## src/rtl/vdp_cpu_port.sv

```systemverilog
// VDP CPU port: synchronizes Z80 strobes, runs the control-word latch, the
// auto-incrementing address and read-ahead buffer, and sequences VRAM/CRAM/register access.
module vdp_cpu_port #(
  parameter int ADDR_W      = 14,
  parameter int CRAM_AW     = 5,
  parameter int SYNC_STAGES = 2
) (
  input  logic               clock,
  input  logic               reset,
  input  logic               csr_l,
  input  logic               csw_l,
  input  logic               mode,
  input  logic [7:0]         dataIn,
  output logic [7:0]         dataOut,
  input  logic [7:0]         status_in,
  output logic               status_clr,
  output logic [ADDR_W-1:0]  vram_addr,
  output logic [7:0]         vram_wdata,
  output logic               vram_we,
  output logic               vram_req,
  input  logic               vram_ack,
  input  logic [7:0]         vram_rdata,
  output logic [CRAM_AW-1:0] cram_addr,
  output logic [7:0]         cram_wdata,
  output logic               cram_we,
  output logic               reg_we,
  output logic [3:0]         reg_num,
  output logic [7:0]         reg_data,
  output logic               busy
);
  localparam int L = SYNC_STAGES - 1;

  typedef enum logic {IDLE, RD_WAIT} state_t;
  typedef enum logic [1:0] {EV_DW = 2'b00, EV_CW = 2'b01, EV_DR = 2'b10, EV_CR = 2'b11} ev_t;

  logic [SYNC_STAGES-1:0]      r_csr_s, r_csw_s, r_mode_s;
  logic [SYNC_STAGES-1:0][7:0] r_din_s;
  logic                        r_csr_d, r_csw_d;

  state_t             r_state, w_state_nxt;
  logic [ADDR_W-1:0]  r_addr;
  logic [1:0]         r_code;
  logic               r_first;
  logic [7:0]         r_buf;
  logic               r_rd_first;
  logic               r_pend_vld;
  ev_t                r_pend_type;
  logic [7:0]         r_pend_data;

  logic               w_wr_fall, w_rd_fall, w_ev_vld;
  ev_t                w_ev_type, w_x_type;
  logic [7:0]         w_x_data;
  logic               w_exec, w_rahead, w_ack;
  logic [ADDR_W-1:0]  w_ra_addr;

  always_ff @(posedge clock) begin
    if (reset) begin
      r_csr_s  <= '1;
      r_csw_s  <= '1;
      r_mode_s <= '0;
      r_din_s  <= '0;
      r_csr_d  <= 1'b1;
      r_csw_d  <= 1'b1;
    end else begin
      r_csr_s  <= {r_csr_s[SYNC_STAGES-2:0], csr_l};
      r_csw_s  <= {r_csw_s[SYNC_STAGES-2:0], csw_l};
      r_mode_s <= {r_mode_s[SYNC_STAGES-2:0], mode};
      r_din_s  <= {r_din_s[SYNC_STAGES-2:0], dataIn};
      r_csr_d  <= r_csr_s[L];
      r_csw_d  <= r_csw_s[L];
    end
  end

  // A simultaneous read and write collapses into the write.
  assign w_wr_fall = r_csw_d & ~r_csw_s[L];
  assign w_rd_fall = r_csr_d & ~r_csr_s[L];
  assign w_ev_vld  = w_wr_fall | w_rd_fall;
  assign w_ev_type = ev_t'({~w_wr_fall, r_mode_s[L]});

  // In IDLE the pending slot has priority over a live event.
  assign w_exec    = (r_state == IDLE) & (r_pend_vld | w_ev_vld);
  assign w_x_type  = r_pend_vld ? r_pend_type : w_ev_type;
  assign w_x_data  = r_pend_vld ? r_pend_data : r_din_s[L];
  assign w_rahead  = w_exec & ((w_x_type == EV_DR) |
                     ((w_x_type == EV_CW) & r_first & (w_x_data[7:6] == 2'd0)));
  assign w_ra_addr = (w_x_type == EV_DR) ? r_addr : {w_x_data[ADDR_W-9:0], r_addr[7:0]};
  assign busy      = (r_state == RD_WAIT);

  always_ff @(posedge clock) begin
    if (reset) r_state <= IDLE;
    else       r_state <= w_state_nxt;
  end

  always_comb begin
    w_state_nxt = r_state;
    w_ack       = 1'b0;
    case (r_state)
      IDLE:    if (w_rahead) w_state_nxt = RD_WAIT;
      RD_WAIT: begin
        w_ack = vram_ack & ~r_rd_first;
        if (w_ack) w_state_nxt = IDLE;
      end
      default: w_state_nxt = IDLE;
    endcase
  end

  always_ff @(posedge clock) begin
    if (reset) begin
      r_addr      <= '0;
      r_code      <= '0;
      r_first     <= 1'b0;
      r_buf       <= '0;
      r_rd_first  <= 1'b0;
      r_pend_vld  <= 1'b0;
      r_pend_type <= EV_DW;
      r_pend_data <= '0;
      dataOut     <= '0;
      status_clr  <= 1'b0;
      vram_addr   <= '0;
      vram_wdata  <= '0;
      vram_we     <= 1'b0;
      vram_req    <= 1'b0;
      cram_addr   <= '0;
      cram_wdata  <= '0;
      cram_we     <= 1'b0;
      reg_we      <= 1'b0;
      reg_num     <= '0;
      reg_data    <= '0;
    end else begin
      status_clr <= 1'b0;
      vram_we    <= 1'b0;
      cram_we    <= 1'b0;
      reg_we     <= 1'b0;
      r_rd_first <= 1'b0;

      if (r_state == IDLE) begin
        r_pend_vld <= r_pend_vld & w_ev_vld;
        if (r_pend_vld & w_ev_vld) begin
          r_pend_type <= w_ev_type;
          r_pend_data <= r_din_s[L];
        end
      end else if (w_ev_vld & ~r_pend_vld) begin
        r_pend_vld  <= 1'b1;
        r_pend_type <= w_ev_type;
        r_pend_data <= r_din_s[L];
      end

      if (w_ack) begin
        r_buf    <= vram_rdata;
        vram_req <= 1'b0;
      end

      if (w_exec) begin
        case (w_x_type)
          EV_CW: begin
            if (!r_first) begin
              r_addr[7:0] <= w_x_data;
              r_first     <= 1'b1;
            end else begin
              r_code               <= w_x_data[7:6];
              r_addr[ADDR_W-1:8]   <= w_x_data[ADDR_W-9:0];
              r_first              <= 1'b0;
              if (w_x_data[7:6] == 2'd2) begin
                reg_we   <= 1'b1;
                reg_num  <= w_x_data[3:0];
                reg_data <= r_addr[7:0];
              end
            end
          end
          EV_DW: begin
            r_first <= 1'b0;
            r_buf   <= w_x_data;
            if (r_code == 2'd3) begin
              cram_we    <= 1'b1;
              cram_addr  <= r_addr[CRAM_AW-1:0];
              cram_wdata <= w_x_data;
            end else begin
              vram_we    <= 1'b1;
              vram_addr  <= r_addr;
              vram_wdata <= w_x_data;
            end
            r_addr <= r_addr + ADDR_W'(1);
          end
          EV_DR: begin
            r_first <= 1'b0;
            dataOut <= r_buf;
          end
          EV_CR: begin
            r_first    <= 1'b0;
            dataOut    <= status_in;
            status_clr <= 1'b1;
          end
          default: ;
        endcase
      end

      // The first RD_WAIT cycle ignores ack: it cannot belong to this request.
      if (w_rahead) begin
        vram_addr  <= w_ra_addr;
        vram_req   <= 1'b1;
        r_rd_first <= 1'b1;
        r_addr     <= w_ra_addr + ADDR_W'(1);
      end
    end
  end
endmodule

```

## config.mk

```make
export PLATFORM = sky130hd
export DESIGN_NAME = vdp_cpu_port
export DESIGN_NICKNAME = d
export VERILOG_FILES = /design/src/rtl/vdp_cpu_port.sv
export SDC_FILE = /design/constraint.sdc
export NUM_CORES = 1
export LEC_CHECK = 0
export CAP_MARGIN = 10
export CORE_AREA = 5 5 114 116
export CTS_BUF_LIST = sky130_fd_sc_hd__clkbuf_4 sky130_fd_sc_hd__clkbuf_8
export CTS_CLUSTER_SIZE = 8
export DETAILED_ROUTE_END_ITERATION = 16
export DIE_AREA = 0 0 119 121
export PLACE_DENSITY = 0.69
export SYNTH_ARGS = -nofsm -noshare
export SYNTH_HDL_FRONTEND = slang
export SYNTH_SLANG_ARGS = --single-unit
```

## constraint.sdc

```tcl
create_clock -name clock -period 4.95 [get_ports clock]
set_clock_uncertainty 0.05 [all_clocks]
set_input_delay 0.99 -clock clock [delete_from_list [all_inputs] [get_ports clock]]
set_output_delay 0.99 -clock clock [all_outputs]
set_load 0.1 [all_outputs]
```

==> results of run 1 <==
[registers in the layout, summed over array words and instances (netlist names), 4 cells and up]
name and flops:
vram_wdata 8, reg_num 4, cram_addr 5, vram_addr 14, r_buf 8, dataOut 8, r_din_s 16, reg_data 8
r_pend_data 8, cram_wdata 8, r_addr 14
[synthesized netlist by cell type, drive strengths merged, types with 2 or more instances]
master / n / area (um^2)
nand4: 3 / 18.77
mux2: 10 / 112.6
mux2i: 46 / 460.4
nor2: 90 / 337.8
a221oi: 4 / 41.29
buf: 17 / 110.1
a31oi: 4 / 25.02
a21oi: 37 / 188.9
nor4: 3 / 18.77
dfxtp: 122 / 2442
xnor2: 5 / 43.79
nor4b: 2 / 30.03
nand2: 44 / 167.7
o31ai: 2 / 28.78
or2: 7 / 43.79
a211oi: 38 / 285.3
o221ai: 3 / 26.28
o32ai: 3 / 26.28
or3: 5 / 31.28
and2: 5 / 31.28
o21a: 2 / 15.01
nand3: 9 / 45.04
nor2b: 20 / 125.1
and4bb: 2 / 25.02
and3: 3 / 18.77
nor3: 9 / 50.05
clkbuf: 22 / 82.58
o221a: 2 / 22.52
nor3b: 2 / 15.01
inv: 11 / 41.29
o21ai: 21 / 105.1
nand2b: 4 / 25.02
a311oi: 5 / 43.79
[layout make-up]
class,count,area [um^2]
Tap cell,147,183.9
Clock inverter,12,171.4
Fill cell,1069,5162
Timing Repair Buffer,96,943.4
Multi-Input combinational cell,407,2597
Sequential cell,122,2442
Clock buffer,20,269.0
Inverter,11,41.29
[stage by stage]
stage | hold WS [ps] | worst slack, ps | total power, mW | instance area, um^2 | util (%)
2_1_floorplan | 339.5 | 2461 | 1.278 | 5269 | -
3_3_place_gp | 341.8 | 1935 | 1.360 | 6208 | 52.56
3_5_place_dp | 346.7 | 1876 | 1.366 | 6208 | 52.56
4_1_cts | 363.8 | 1667 | 2.335 | 6649 | 56.29
5_1_grt | 371.8 | 1548 | 2.410 | 6649 | 56.29
6_report | 362.9 | 1705 | 2.316 | 6649 | 56.29
[layout by cell type (no fill, tap or decap), drive strengths merged, types with 5 or more instances in the layout]
master         netlist  final
clkdlybuf4s50        0     89
nand2               44     44
nand3                9      9
clkbuf              22     20
a311oi               5      5
nor2b               20     20
dfxtp              122    122
nor2                90     90
o21ai               21     21
a211oi              38     38
clkinv               0      5
mux2i               46     46
inv                 11     11
or2                  7      7
or3                  5      5
buf                 17      7
a21oi               37     37
and2                 5      5
nor3                 9      9
xnor2                5      5
mux2                10     10
[per-layer routing]
| layer | GRT usage, % | share of wire, % | vias to the layer above |
|---|---|---|---|
| li1 | - | - | 2212 |
| met1 | 25.30 | 45 | 2079 |
| met2 | 32.04 | 46 | 178 |
| met3 | 6.853 | 6.9 | 18 |
| met4 | 7.603 | 1.8 | 0 |
| met5 | 0 | 0 | - |
[cells by family (layout without fill, tap and decap cells)]
logic type	count (synthesis)	count (layout)	share of synthesized area (%)
flip-flops	122	122	46.35
AND/OR/NAND/NOR	211	211	19.16
adder cells (fa/ha/maj)	1	1	0.2374
buffers and inverters	50	139	4.441
multiplexers	56	56	10.88
AO/OA/AOI/OAI	133	133	17.93
XOR/XNOR	6	6	0.9974
[final timing paths]
path / from / to / slack, ps
max: busy$_SDFF_PP0_ / busy / 1700
min: r_csr_s[0]$_SDFF_PP1_ / r_csr_s[1]$_SDFF_PP1_ / 360
max reg2reg: r_pend_vld$_SDFFE_PP0P_ / r_addr[6]$_SDFFE_PP0P_ / 1780
min reg2reg: r_csr_s[0]$_SDFF_PP1_ / r_csr_s[1]$_SDFF_PP1_ / 360
[power groups by stage]
stage / combinational (mW) / clock [mW] / sequential, mW
final: 0.303 / 0.969 / 1.04
after global routing: 0.322 / 1.04 / 1.05
after CTS: 0.301 / 0.990 / 1.04
after detailed placement: 0.300 / 0 / 1.07
after global placement: 0.297 / 0 / 1.06
after floorplan: 0.133 / 0 / 1.14
==> summary.md, run 1 <==
| Metric | Value |
|---|---|
| Number of synthesized flops with an enable pin | 0 |
| Combinational Power Share | 13.1% |
| Worst skew pair latency | 450 ps |
| WS Path Type | flip-flop to output pin |
| Int Pwr | 1.687 mW |
| Overall routing resource usage | 20.15% |
| Unique masters post-synth | 59 |
| Initial antenna violation count | 0 |
| Post-Syn Area | 0.005269 mm^2 |
| Slowest Stage Delay on Critical Path | 1220 ps |
| Share of cells above drive strength 1 | 10.78% |
| Post-Layout Cell Count | 815 |
| Placed instance count | 783 |
| Root Buffer | clkbuf_8 |
| Area Overhead vs Synth | 26.19% |
| Worst-margin pin slew | 988.9 ps |
| Seq pwr share | 45.1% |
| Synth warn | 0 |
| # diodes | 0 |
| Grt total ovfl | 0 |
| CTS Buf Count | 17 |
| Post_cts resized | 0 |
| Setup repair after global routing missed its margin | no |
| CP delay by family, top | buffers and inverters |
| Depth of the CTS H-tree | 4 |
| Setup TNS | 0 ps |
| Die height | 121 um |
| Buf+Inv Stages, Crit Path | 1 |
| Post-Synthesis Cells | 579 |
| Clock Pin Slew Worst Setup and Hold Paths | 70 ps |
| Post-detail-place hpwl | 10030 um |
| Starting density of the core | 44.61% |
| Sink Count | 122 |
| Fin nets | 686 |
| Post-CTS Hold Buffers | 0 |
| DR DRC count | 0 |
| Required time of the critical path | 3910 ps |
| Routed length per instance | 17.30 um |
| Final Critical Period | 3245 ps |
| Crit. End Element | output pin |
| Critical path startpoint category | flip-flop |
| First-pass DRT Iterations | 7 |
| Hold Crit Class | flip-flop to flip-flop |
| Syn_nets | 610 |
| CP max-delay cell | clkdlybuf4s50_1 |
| Most used flip-flop cell after synthesis | dfxtp_1 |
| Asr flop ratio synth | 0% |
| Final Hold Fails | 0 |
| Crit-path max FO | 10 |
| Top Ports | 91 |
| # Max-Cap Violations | 0 |
| Fmax achieved | 0.3081 GHz |
| Cell Rows | 40 |
| Leak | 2.299 nW |
| Max-slew violations | 0 |
| Port bufs | 90 |
| Max_slew headroom | 32.19% |
| Worst Reg-to-Reg Cells | 7 |
| Crit path DAT | 2210 ps |
| Critical Path Stages | 1 |
| Antenna Violating Nets Remaining | 0 |
| Power share of the clock group | 41.9% |
| Initial DRC Count | 401 |
| Die area | 0.01440 mm^2 |
| Highest ir drop seen on vdd | 258.3 uV |
| Post-CTS Setup Bufs | 0 |
| Min-Delay Path Depth | 1 |
| Period utilization | 65.56% |
| Sw Share | 27.15% |
| CTS tree | yes |
| Psw | 0.6288 mW |
| First-pass GRT wire length | 22980 um |
| Wirelength, routed | 14100 um |
| Crit path cell chain | clkdlybuf4s50_1 |
| Seq/Total Area, Yosys | 46.35% |
| Average vias per placed instance | 5.506 |
| Status | finished, final reports clean |
| Setup-failing EPs final | 0 |
| Routed vias | 4487 |
| PD cells | 348.3 mW/mm^2 |
| Core footprint | 0.01181 mm^2 |
| Syn_area_per_cell | 9.100 um^2 |
| Clock buffer depth | 2 |
| Horiz. Die Dim | 119 um |
| Vias in the first global route | 4355 |
| Routability Congestion | 0.8995 |
| Post-synthesis register bit count | 122 |
| Largest net degree at the start of global routing | 79 |
No activity file was read; power rests on OpenSTA's default activity.
==> run 2: changes to the inputs <==
--- a/config.mk
+++ b/config.mk
@@ -11,7 +11,7 @@
 export CTS_CLUSTER_SIZE = 8
 export DETAILED_ROUTE_END_ITERATION = 16
 export DIE_AREA = 0 0 119 121
-export PLACE_DENSITY = 0.69
+export PLACE_DENSITY = 0.72
 export SYNTH_ARGS = -nofsm -noshare
 export SYNTH_HDL_FRONTEND = slang
 export SYNTH_SLANG_ARGS = --single-unit
==> constraint.sdc (replaced) <==
create_clock -name clock -period 2.7 [get_ports clock]
set_clock_uncertainty 0.05 [all_clocks]
set_input_delay 0.54 -clock clock [delete_from_list [all_inputs] [get_ports clock]]
set_output_delay 0.54 -clock clock [all_outputs]
set_load 0.1 [all_outputs]
==> summary.md, run 2 (synthesized netlist as in run 1, its figures left out) <==
| Metric | Value |
|---|---|
| Grt total ovfl | 0 (unchanged) |
| WL met1 | 6844 um (+7.8%) |
| First-pass DRT Iterations | 5 (-2) |
| First-pass GRT wire length | 23050 um (+0.30%) |
| Final Hold Fails | 0 (unchanged) |
| Max-slew violations | 0 (unchanged) |
| Setup TNS | 0 ps (unchanged) |
| Status | finished, final reports clean |
| Fmax achieved | 0.3998 GHz |
| Sink Count | 122 (unchanged) |
| # diodes | 0 (unchanged) |
| Area Overhead vs Synth | 26.26% (about the same) |
| Max FFs per register | 16 (unchanged) |
| Int Pwr | 2.977 mW (+76%) |
| Average vias per placed instance | 5.460 (-0.83%) |
| Power share of the clock group | 41.0% (-0.9 points) |
| Final Critical Period | 2501 ps |
| Cell Rows | 40 (unchanged) |
| Crit-path max FO | 13 (+3) |
| Initial antenna violation count | 0 (unchanged) |
| Setup repair after global routing missed its margin | no |
| Die area | 0.01440 mm^2 (unchanged) |
| Sw Share | 29.48% (+2.3 points) |
| WS Path Type | flip-flop to flip-flop |
| Hold Crit Class | flip-flop to flip-flop |
| Depth of the CTS H-tree | 4 (unchanged) |
| Final worst setup slack | 198.7 ps (-1506 ps) |
| Post-detail-place hpwl | 10490 um (+4.6%) |
| Commonest non-fill, non-tap cell in the layout | dfxtp_1 |
| Share of cells above drive strength 1 | 22.38% (+12 points) |
| Required time of the critical path | 3030 ps (-880 ps) |
| CTS tree | yes |
| Leak | 2.512 nW (+9.3%) |
| Routed length per instance | 17.39 um (+0.53%) |
| Met2 wire len | 6545 um (+0.37%) |
| Worst skew pair latency | 450 ps (about the same) |
| Clock buffer depth | 2 (unchanged) |
| Highest ir drop seen on vdd | 377.8 uV (+46%) |
| Uppermost layer routed | met4 |
| Root Buffer | clkbuf_8 |
| Seq pwr share | 45.3% (+0.2 points) |
| Port bufs | 90 (unchanged) |
| Placed instance count | 803 (+2.6%) |
| Critical path startpoint category | flip-flop |
| Post-Layout Cell Count | 835 (+2.5%) |
| Crit path DAT | 2840 ps (+630 ps) |
| Vias in the first global route | 4218 (-3.1%) |
| Final hold slack | 362.0 ps (-0.9080 ps) |
| Setup-failing EPs final | 0 (unchanged) |
| Largest net degree at the start of global routing | 64 (-19%) |
| Fin nets | 706 (+2.9%) |
| Starting density of the core | 44.61% (unchanged) |
| Initial DRC Count | 339 (-15%) |
| Commonest non-fill, non-tap cells in the layout | dfxtp_1, nor2_1, buf_4 |
| Post-CTS Setup Bufs | 0 (unchanged) |
| Routability Congestion | 0.8945 (-0.56%) |
| # Max-Cap Violations | 0 (unchanged) |
| PD cells | 634.6 mW/mm^2 (+82%) |
| Largest Register | r_din_s |
| Max_slew headroom | 60.94% (+29 points) |
| CTS Buf Count | 17 (unchanged) |
| Period utilization | 92.64% |
| Top Registers | r_din_s: 16 flops, r_addr: 14 flops, vram_addr: 14 flops |
| Post-CTS Hold Buffers | 0 (unchanged) |
| Antenna Violating Nets Remaining | 0 (unchanged) |
| Die height | 121 um (unchanged) |
| Overall routing resource usage | 20.48% (+0.33 points) |
| Psw | 1.245 mW (+98%) |
| Combinational Power Share | 13.6% (+0.5 points) |
| DR DRC count | 0 (unchanged) |
| Clock Pin Slew Worst Setup and Hold Paths | 80 ps (about the same) |
| Wirelength, routed | 14520 um (+3.0%) |
| Met3 wire length | 905 um (-7.3%) |
| Core footprint | 0.01181 mm^2 (unchanged) |
| DP Worst Slack | 188.3 ps (-1688 ps) |
| Crit. End Element | flip-flop |
| Horiz. Die Dim | 119 um (unchanged) |
| Routed vias | 4559 (+1.6%) |
| Top Ports | 91 (unchanged) |
| Worst-margin pin slew | 586.0 ps (-403.0 ps) |
-- run 2: cell types whose count changed in the layout (fill, tap and decap cells not counted), moves of 2 or more --
cell | before | now
clkdlybuf4s50_1 | 89 | 28
clkbuf_8 | 19 | 17
clkinv_4 | 1 | 3
inv_6 | 0 | 4
buf_4 | 7 | 86
clkinv_2 | 4 | 1
-- run 2: path summary, 6_finish.rpt --
kind                                              start                      end  slack (ps)  cells past startpoint
worst max-delay path            r_pend_vld$_SDFFE_PP0P_  r_addr[11]$_SDFFE_PP0P_         200                      7
worst min-delay path              r_csr_s[0]$_SDFF_PP1_    r_csr_s[1]$_SDFF_PP1_         360                      1
worst max register to register  r_pend_vld$_SDFFE_PP0P_  r_addr[11]$_SDFFE_PP0P_         200                      7
worst min register to register    r_csr_s[0]$_SDFF_PP1_    r_csr_s[1]$_SDFF_PP1_         360                      1
-- run 2: repair_timing --
item                                   CTS  global route
endpoints found under the hold margin    0             0
setup endpoints to repair                0             4
resized for setup                        0             2
-- run 2: metrics by stage --
| step | power, mW | instance area, um^2 | util (%) |
|---|---|---|---|
| 2_1_floorplan | 2.342 | 5269 | - |
| 3_3_place_gp | 2.521 | 6218 | 52.65 |
| 3_5_place_dp | 2.526 | 6218 | 52.65 |
| 4_1_cts | 4.252 | 6643 | 56.24 |
| 5_1_grt | 4.385 | 6653 | 56.32 |
| 6_report | 4.222 | 6653 | 56.32 |
-- run 2: area by class of cell --
class                   instances  area, um^2
inverters                      11       41.29
clock buffers                  17       234.0
well taps                     147       183.9
repair buffers                116       957.2
multi-input cells             407        2604
clock inverters                15       190.2
flip-flops and latches        122        2442
fillers                      1062        5159
-- run 2: power groups by stage --
stage / combinational [mW] / clock, mW / sequential [mW]
4_1_cts: 0.574 / 1.77 / 1.91
3_3_place_gp: 0.569 / 0 / 1.95
6_report: 0.576 / 1.73 / 1.91
2_1_floorplan: 0.243 / 0 / 2.10
3_5_place_dp: 0.572 / 0 / 1.95
5_1_grt: 0.611 / 1.85 / 1.92
-- run 2: worst max-delay path: stages, from the launching register on --
cell and delay (ps):
dfxtp_1 500, nor2_1 140, a32oi_4 380, buf_4 250, a21o_1 470, nand2_2 210, o221a_2 310, a21oi_1 130
-- run 2: layer usage --
| layer | up-vias | GRT usage [%] |
|---|---|---|
| met2 | 153 | 30.73 |
| met1 | 2118 | 28.74 |
| met5 | - | 0 |
| li1 | 2263 | - |
| met4 | 0 | 6.879 |
| met3 | 25 | 5.082 |
==> run 3: changes to the inputs <==
--- a/config.mk
+++ b/config.mk
@@ -6,12 +6,12 @@
 export NUM_CORES = 1
 export LEC_CHECK = 0
 export CAP_MARGIN = 10
-export CORE_AREA = 5 5 114 116
+export CORE_AREA = 10 10 92 155
 export CTS_BUF_LIST = sky130_fd_sc_hd__clkbuf_4 sky130_fd_sc_hd__clkbuf_8
 export CTS_CLUSTER_SIZE = 8
 export DETAILED_ROUTE_END_ITERATION = 16
-export DIE_AREA = 0 0 119 121
-export PLACE_DENSITY = 0.72
+export DIE_AREA = 0 0 102 165
+export PLACE_DENSITY = 0.73
 export SYNTH_ARGS = -nofsm -noshare
 export SYNTH_HDL_FRONTEND = slang
 export SYNTH_SLANG_ARGS = --single-unit
==> summary.md, run 3 (synthesized netlist as in run 1, its figures left out) <==
| Metric | Value |
|---|---|
| Starting density of the core | 45.49% (+0.89 points) |
| Leak | 2.526 nW (+0.59%) |
| Fmax achieved | 0.4052 GHz (+1.3%) |
| Routed vias | 4605 (+1.0%) |
| # diodes | 0 (unchanged) |
| Commonest non-fill, non-tap cell in the layout | dfxtp_1 |
| RR Startpoint | r_pend_vld$_SDFFE_PP0P_ |
| Share of cells above drive strength 1 | 22.35% (-0.032 points) |
| Max-slew violations | 0 (unchanged) |
| Top Registers | r_din_s: 16 flops, r_addr: 14 flops, vram_addr: 14 flops |
| Post-CTS Setup Bufs | 0 (unchanged) |
| Commonest non-fill, non-tap cells in the layout | dfxtp_1, nor2_1, buf_4 |
| Area Overhead vs Synth | 26.03% |
| Highest ir drop seen on vdd | 413.0 uV (+9.3%) |
| # Max-Cap Violations | 0 (unchanged) |
| Root Buffer | clkbuf_8 |
| Hold Crit Class | flip-flop to flip-flop |
| Critical path startpoint category | flip-flop |
| Top Ports | 91 (unchanged) |
| Reg2reg end | r_addr[6]$_SDFFE_PP0P_ |
| Clock buffer depth | 2 (unchanged) |
| Grt total ovfl | 0 (unchanged) |
| Hold Path Origin | r_csr_s[0]$_SDFF_PP1_ |
| Final Critical Period | 2468 ps (-33.16 ps) |
| Setup repair after global routing missed its margin | no |
| Sink Count | 122 (unchanged) |
| Required time of the critical path | 3000 ps (-30 ps) |
| Post_cts resized | 0 (unchanged) |
| R2R Setup Slk | 230 ps (+30 ps) |
| Overall routing resource usage | 18.83% (-1.7 points) |
| Register area | 0.002442 mm^2 (unchanged) |
| Min-Delay Path Depth | 1 (unchanged) |
| Final worst setup slack | 231.9 ps (+33.16 ps) |
| First-pass DRT Iterations | 5 (unchanged) |
| Worst-margin pin slew | 834.2 ps (+248.3 ps) |
| Horiz. Die Dim | 102 um (-14%) |
| Fin nets | 707 (+0.14%) |
| Final Hold Fails | 0 (unchanged) |
| Port bufs | 90 (unchanged) |
| Largest net degree at the start of global routing | 64 (unchanged) |
| Final hold slack | 359.3 ps (-2.699 ps) |
| DR DRC count | 0 (unchanged) |
| Post-CTS Hold Buffers | 0 (unchanged) |
| Status | finished, final reports clean |
| Cell area after layout | 0.006640 mm^2 (-0.19%) |
| Largest Register | r_din_s |
| WS Path Type | flip-flop to flip-flop |
| Cell Rows | 52 (+30%) |
| Crit. End Element | flip-flop |
| Crit path DAT | 2760 ps (-80 ps) |
| DP Worst Slack | 310.4 ps (+122.1 ps) |
| FILL cells | 1089 (+2.5%) |
| Placement Cell Area | 0.006211 mm^2 (-0.12%) |
| Vias in the first global route | 4577 (+8.5%) |
| Worst skew pair latency | 450 ps (about the same) |
| Routed length per instance | 19.05 um (+9.5%) |
| Antenna Violating Nets Remaining | 0 (unchanged) |
| Period utilization | 91.41% (-1.2 points) |
| Core footprint | 0.01158 mm^2 (-1.9%) |
| Die height | 165 um (+36%) |
| Worst Hold End | r_csr_s[1]$_SDFF_PP1_ |
| Clock Pin Slew Worst Setup and Hold Paths | 80 ps (about the same) |
| Multi-input combinational cell area | 0.002597 mm^2 (-0.24%) |
| Setup-failing EPs final | 0 (unchanged) |
| Post-detail-place hpwl | 11730 um (+12%) |
| Crit-path max FO | 9 (-4) |
| Worst Reg-to-Reg Cells | 7 (unchanged) |
| Die area | 0.01683 mm^2 (+17%) |
| Max_slew headroom | 44.18% (-17 points) |
| Setup TNS | 0 ps (unchanged) |
| Max FFs per register | 16 (unchanged) |
| Average vias per placed instance | 5.589 (+2.4%) |
| CTS tree | yes |
| Initial antenna violation count | 0 (unchanged) |
| Routability Congestion | 0.9488 (+6.1%) |
| CTS Buf Count | 17 (unchanged) |
| Wirelength, routed | 15700 um (+8.1%) |
| Initial DRC Count | 302 (-11%) |
| PD cells | 639.8 mW/mm^2 (+0.82%) |
| First-pass GRT wire length | 24480 um (+6.2%) |
| Depth of the CTS H-tree | 4 (unchanged) |
run 3: cell types whose count changed in the layout (fill, tap and decap cells not counted):
cell	change
o2bb2ai_2	-1
clkinv_4	+2
buf_4	+2
buf_6	-1
clkinv_2	-1
clkbuf_4	+1
o2bb2ai_1	+1
clkinvlp_4	-2
run 3: worst max-delay path by stage:
stage,startpoint,end,cells past startpoint
floorplan,busy$_SDFF_PP0_,r_buf[0]$_SDFF_PP0_,6
global placement,r_pend_vld$_SDFFE_PP0P_,r_addr[6]$_SDFFE_PP0P_,7
detailed placement,r_pend_vld$_SDFFE_PP0P_,r_addr[6]$_SDFFE_PP0P_,7
CTS,r_pend_vld$_SDFFE_PP0P_,r_addr[6]$_SDFFE_PP0P_,7
global route,r_csw_s[1]$_SDFF_PP1_,vram_addr[12]$_SDFFE_PP0P_,6
finish,r_pend_vld$_SDFFE_PP0P_,r_addr[6]$_SDFFE_PP0P_,7
run 3: through the flow:
step	total power, mW	instances	util [%]
after floorplan	2.342	579	-
after CTS	4.284	824	57.34
after global routing	4.398	824	57.34
final	4.249	824	57.34
after detailed placement	2.532	792	53.63
after global placement	2.527	792	53.63
run 3: routing by layer:
metal	global-route usage (%)	wire length, um	up-vias
met3	4.226	812	44
met4	11.47	688	0
met2	32.75	8182	160
met5	0	0	-
li1	-	-	2248
met1	20.04	6014	2153
run 3: layout make-up:
cell class,count,share of cell area [%]
multi-input combinational,407,39.12
sequential,122,36.78
timing repair buffer,117,14.47
clock buffer,18,3.637
clock inverter,14,2.826
tap,135,2.544
inverter,11,0.6218
run 3: critical path, cell delays in order, from the launching register on:
cell and delay, ps:
dfxtp_1 360, buf_4 190, and4bb_2 270, o221ai_1 280, a21oi_2 170, nor2_1 530
o21ai_0 210, a32o_1 310
run 3: power by group:
part / internal, mW / total, mW / switching, mW
sequential: 1.86 / 1.91 / 0.0549
combinational: 0.188 / 0.578 / 0.391
clock: 0.947 / 1.76 / 0.810
